## src/rtl/bridge_cmd_dispatch.sv

```systemverilog
// Host-command dispatcher: matches the bridge command word against a code table,
// starts the matching channel and returns its completion, with a watchdog timeout,
// a per-channel enable mask and saturating error counters.
module bridge_cmd_dispatch #(
   parameter int unsigned                 N_CHAN         = 8,
   parameter int unsigned                 WORD_W         = 16,
   parameter int unsigned                 RESULT_W       = 16,
   parameter int unsigned                 RESP_W         = 32,
   parameter logic [N_CHAN*WORD_W-1:0]    CMD_WORDS      = '0,
   parameter int unsigned                 TIMEOUT_CYCLES = 0,
   parameter logic [RESULT_W-1:0]         TIMEOUT_RESULT = RESULT_W'(16'h0002),
   parameter logic [RESULT_W-1:0]         UNKNOWN_RESULT = RESULT_W'(16'h0001),
   localparam int unsigned                IDX_W          = (N_CHAN > 1) ? $clog2(N_CHAN) : 1
) (
   input  logic                          clk,
   input  logic                          reset_n,
   input  logic                          cmd_valid,
   input  logic [WORD_W-1:0]             cmd_word,
   output logic                          cmd_done,
   output logic [RESULT_W-1:0]           cmd_result,
   output logic [RESP_W-1:0]             cmd_response,
   input  logic [N_CHAN-1:0]             chan_enable,
   output logic [N_CHAN-1:0]             chan_valid,
   input  logic [N_CHAN-1:0]             chan_done,
   input  logic [N_CHAN*RESULT_W-1:0]    chan_result,
   input  logic [N_CHAN*RESP_W-1:0]      chan_response,
   output logic                          busy,
   output logic [IDX_W-1:0]              active_idx,
   output logic [7:0]                    timeout_count,
   output logic [7:0]                    unknown_count
);

   localparam int unsigned WD_W = (TIMEOUT_CYCLES > 0) ? $clog2(TIMEOUT_CYCLES + 1) : 1;

   typedef enum logic [1:0] {IDLE, BUSY, UNKNOWN} state_t;

   state_t             state;
   logic [WD_W-1:0]    wd;
   logic [N_CHAN-1:0]  hit;
   logic               any_hit;
   logic [IDX_W-1:0]   hit_idx;
   logic               done_c;
   logic               to_hit;

   // Table match against enabled channels; lowest index wins on duplicates
   always_comb begin
      hit     = '0;
      hit_idx = '0;
      for (int i = 0; i < int'(N_CHAN); i++) begin
         hit[i] = (cmd_word == CMD_WORDS[i*WORD_W +: WORD_W]) & chan_enable[i];
      end
      for (int i = int'(N_CHAN) - 1; i >= 0; i--) begin
         if (hit[i]) hit_idx = IDX_W'(i);
      end
      any_hit = |hit;
   end

   // Completion of the active channel versus watchdog expiry (channel wins a tie)
   always_comb begin
      done_c = chan_done[active_idx];
      to_hit = (TIMEOUT_CYCLES != 0) && (wd == WD_W'(TIMEOUT_CYCLES)) && !done_c;
   end

   // Response mux back to the bridge; zero whenever no completion is presented
   always_comb begin
      cmd_done     = 1'b0;
      cmd_result   = '0;
      cmd_response = '0;
      case (state)
         BUSY: begin
            if (done_c) begin
               cmd_done     = 1'b1;
               cmd_result   = chan_result[int'(active_idx)*RESULT_W +: RESULT_W];
               cmd_response = chan_response[int'(active_idx)*RESP_W +: RESP_W];
            end else if (to_hit) begin
               cmd_done     = 1'b1;
               cmd_result   = TIMEOUT_RESULT;
            end
         end
         UNKNOWN: begin
            cmd_done   = 1'b1;
            cmd_result = UNKNOWN_RESULT;
         end
         default: ;
      endcase
   end

   assign busy = (state != IDLE);

   // Dispatch state, start pulse, watchdog and error counters
   always_ff @(posedge clk or negedge reset_n) begin
      if (!reset_n) begin
         state         <= IDLE;
         chan_valid    <= '0;
         active_idx    <= '0;
         wd            <= '0;
         timeout_count <= '0;
         unknown_count <= '0;
      end else begin
         chan_valid <= '0;
         case (state)
            IDLE: begin
               if (cmd_valid) begin
                  if (any_hit) begin
                     state      <= BUSY;
                     active_idx <= hit_idx;
                     chan_valid <= N_CHAN'(1) << hit_idx;
                     wd         <= '0;
                  end else begin
                     state <= UNKNOWN;
                     if (unknown_count != 8'hFF) unknown_count <= unknown_count + 8'd1;
                  end
               end
            end
            BUSY: begin
               if (wd != WD_W'(TIMEOUT_CYCLES)) wd <= wd + WD_W'(1);
               if (to_hit && (timeout_count != 8'hFF)) timeout_count <= timeout_count + 8'd1;
               if (done_c || to_hit) state <= IDLE;
            end
            default: state <= IDLE;
         endcase
      end
   end

endmodule

```

## config.mk

```make
export PLATFORM = sky130hd
export DESIGN_NAME = bridge_cmd_dispatch
export DESIGN_NICKNAME = d
export VERILOG_FILES = /design/src/rtl/bridge_cmd_dispatch.sv
export SDC_FILE = /design/constraint.sdc
export NUM_CORES = 1
export LEC_CHECK = 0
export CORE_AREA = 2 2 196 198
export CTS_BUF_LIST = sky130_fd_sc_hd__clkbuf_4 sky130_fd_sc_hd__clkbuf_8
export CTS_CLUSTER_SIZE = 16
export DETAILED_ROUTE_END_ITERATION = 10
export DIE_AREA = 0 0 198 200
export PLACE_DENSITY_LB_ADDON = 0.12
export SYNTH_ARGS = -nofsm -noshare
export SYNTH_HDL_FRONTEND = slang
export SYNTH_SLANG_ARGS = --single-unit
```

## constraint.sdc

```tcl
create_clock -name clk -period 3.07 [get_ports clk]
set_input_delay 0.614 -clock clk [delete_from_list [all_inputs] [get_ports clk]]
set_output_delay 0.614 -clock clk [all_outputs]
set_load 0.1 [all_outputs]
```

==> results.md <==
Power and ir drop:
- The leakage dissipation is ~0.0037 uW.
- VDD sags by at most 0.4574 mV.
- For this design the total switching power over the nets is ~770 uW.
- Per report_power, the sequential group accounts for 20.2% of the total.
- Of the total power, the share spent switching nets is approximately two fifths.
- The power density normalized to cell area is about 170 mW/mm^2.
- The share of total power dissipated in the clock network is about 9.9%.
- The completed layout was analyzed and its total power is between 1500 and 2000 uW.
- The internal portion of total power is 1092 uW.
- The part of the total power dissipated in combinational logic is 70.0%.

Final layout:
- The number of inserted filler cells in the final layout is 3872.
- Relative to the synthesized area, the layout overhead comes to 156.2%.
- In the final design database the tool counted approximately 1300 nets.
- The share of post-route cells with drive strength above 1 is 33.02%.

Clock network:
- The hold buffer count at cts is 0.
- The register clock-pin slew on the reported worst setup and hold paths is about 90 ps.
- TritonCTS built the clock tree.
- At the later pin of the worst-skew pair, clock insertion delay measures roughly 260 ps.
- Counting along the longest clock path gives a buffer depth of 2.
- The deepest level of the CTS H-tree is 1.
- The tree built by TritonCTS fans out to 21 sinks.
- Clock tree synthesis selected as its root buffer the cell clkbuf_8.
- The number of clock buffers added by TritonCTS is 3.

Hold path:
- In this run the worst hold path is classified as flop to flop.

Drt:
- Using the TritonRoute via totals, the vias-per-cell ratio works out to 3.821.
- The number of search-and-repair iterations in the first detailed-routing pass is 6.
- The post-detailed-route count of antenna-violating nets is 0.
- The number of vias after detailed routing is around 5200.
- The post-detailed-route wirelength per cell is 21.15 um.
- The DRC violation count after routing is 0.
- The aggregate routed wire length is 28.93 mm.
- The DRC violation total after the first TritonRoute iteration is ~110.

Timing:
- The tightest hold margin is 512.0 ps.
- On the final layout, the worst clock skew is between 10 and 15 ps.
- Summed over all failing endpoints, the final setup total negative slack is 0 ps.
- The final hold violation count came to 0.
- The number of max-slew violations in the final report is 0.
- After layout, the worst path uses between 90% and 100% of the clock period.
- Setup violations remaining at the end of the flow were counted as 0.
- The highest attainable clock frequency is about 330 MHz.
- Measured against its own limit, the worst slew margin works out to between 60% and 70%.
- Setup repair after global routing could not meet its margin everywhere.
- The clock period minus final worst setup slack is 3064 ps.
- At the pin with the least slew margin, the transition time is 596.2 ps.

Logic synthesis:
- The main flop type after synthesis is dfrtp_1.
- For this run, asynchronously set or reset flops after synthesis account for between 90% and 100%.
- The area share of the largest cell type after synthesis is around half.
- Sorting the synthesized cells by area gives the leading types as mux4_2 (51%), dfrtp_1 (12%), mux2i_1 (11%).
- The synthesized design contains 21 register bits.
- The library cell occupying the most area in the post-synthesis netlist is mux4_2.
- The synthesized design contains 0 enable-type register cells.
- The number of distinct library cells after synthesis is between 40 and 50.
- The number of synthesis warnings is 0.
- The netlist area before placement is between 0.004 and 0.005 mm^2.
- After synthesis, flip-flops and latches occupy 12.35% of the total area.
- After technology mapping, the gate count stands at about 350.
- The average size of a mapped cell is 12.09 um^2.

Die:
- The number of cell rows is between 70 and 80.
- The die span in x is about 200 um.
- The die covers approximately 0.04 mm^2.
- During I/O placement, the number of pins put on the boundary was between 400 and 500.
- The area of the core region is ~0.037 mm^2.
- The initial core utilization is around 11%.
- The overall die height is roughly 200 um.

GRT:
- The global-route usage over all layers is between 10% and 20%.
- The total overflow left after global routing is 0.
- The number of antenna violations at the first check in global routing came to 4.
- The via count of the first global-routing pass was 5668.
- The first global-routing pass estimated 39.81 mm of wire.
- The largest net degree at the start of global routing is 95.

Placement:
- The wire-length estimate of the detail-placed layout is around 25 mm.
- The number of input and output port buffers inserted is around 490.
- The routability-driven placement congestion ratio is a little over 0.8.

Setup path:
- STA classifies the critical path startpoint as a flop.
- The setup check on the worst reg-to-reg path leaves a slack of 1000 ps.
- STA classifies the critical path endpoint as an output port.
- The setup path with the least slack is of type flop to output port.
- The required time of the critical path is 2460 ps.
- The signal arrival time at the worst endpoint is around 2500 ps.
- The maximum fanout encountered on the critical timing path is 8.

Run:
- The count of maximum capacitance violations is 0.

Outcome:
- The run finished with clean final reports.
routing by layer:
layer  global-route usage, %  vias to the layer above  part of all wire [%]
met1                   15.42                     2541                    36
li1                        -                     2414                     -
met4                   3.258                        0                   1.9
met5                       0                        -                     0
met2                   26.23                      250                    54
met3                   3.276                       22                   8.1
metrics by stage:
stage	setup WS [ps]	std cells	utilization (%)	instance area (um^2)
2_1_floorplan	-237.1	359	-	4588
3_3_place_gp	-186.0	1351	28.63	10710
3_5_place_dp	-187.8	1351	28.63	10710
4_1_cts	-99.70	1361	29.05	10860
5_1_grt	-53.86	1367	29.13	10900
6_report	6.454	1368	29.14	10900
worst paths after layout:
path                             startpoint          endpoint  cells after the start
max                           active_idx[1]    cmd_result[15]                      7
min                        unknown_count[5]  unknown_count[5]                      1
max reg2reg                   active_idx[1]          state[1]                      7
min reg2reg                unknown_count[5]  unknown_count[5]                      1
max in group asynchronous           reset_n     active_idx[0]                      2
min in group asynchronous           reset_n     chan_valid[2]                      2
power groups by stage:
stage	sequential, uW	combinational [uW]	clock, uW
2_1_floorplan	665	317	0
3_3_place_gp	381	1310	0
3_5_place_dp	382	1300	0
4_1_cts	378	1310	190
5_1_grt	387	1370	203
6_report	375	1300	184
cells in the mapped netlist, types with 2 or more instances:
cell / instances
buf_1: 8
nor3_1: 2
buf_2: 6
mux2_2: 4
mux4_2: 96
inv_1: 8
nor2_1: 50
dfrtp_1: 21
a22o_1: 2
a21oi_1: 7
buf_6: 2
nand2_1: 11
nand3_1: 3
clkbuf_1: 17
a2111oi_0: 2
o21ai_0: 4
or4_1: 2
o22ai_1: 2
mux2i_1: 47
nor2b_1: 2
o31ai_1: 2
mux2_1: 2
and3_1: 2
nand2b_1: 3
xor2_1: 5
ha_1: 4
nor4_1: 5
buf_4: 8
nor2_4: 10
kinds of logic after synthesis:
| family | synth area share [%] |
|---|---|
| AOI/OAI and AO/OA | 3.265 |
| buffers and inverters | 6.030 |
| other | 0.08815 |
| DFF | 12.35 |
| adders and majority gates | 1.177 |
| and+or+nand+nor | 12.38 |
| xor gates and xnor gates | 1.235 |
| muxes | 63.47 |
layout by cell type (no fill, tap or decap), types with 5 or more instances in the layout:
cell type	instances
clkdlybuf4s50_1	410
mux4_2	96
buf_12	60
buf_4	51
mux2i_1	44
nor2_4	44
dfrtp_1	18
nor2_1	13
nand2_1	11
inv_1	8
conb_1	8
dlygate4sd2_1	8
diode_2	6
a21oi_1	6
nor4_1	5
xor2_1	5
what timing repair did:
action                     4_1_cts  5_1_grt
setup endpoints to repair       42       25
setup buffers                    5        1
gates resized for setup         21        3
pin swaps                        7        3
cloned                           1        0
critical path, stage by stage (launching register included):
cell     delay, ps
dfrtp_4        570
mux2_4         230
nor3b_2         40
or4b_4         560
or2_4          310
buf_12         170
nor2_4         110
buf_12         180
area by class of cell:
cell class	instances	area (um^2)	share of cell area, %
Timing Repair Buffer	530	5786	53.09
Multi-Input combinational cell	288	3845	35.28
Tap cell	511	639.4	5.867
Sequential cell	21	536.8	4.925
Clock buffer	3	41.29	0.3789
Inverter	8	30.03	0.2755
Antenna cell	6	15.01	0.1378
Clock inverter	1	5.005	0.04592
sequential cells by signal (all words and copies together), names as in the netlist:
name and flops:
chan_valid 8, unknown_count 8, active_idx 3, state 2
Power figures use the tool's default switching activity.
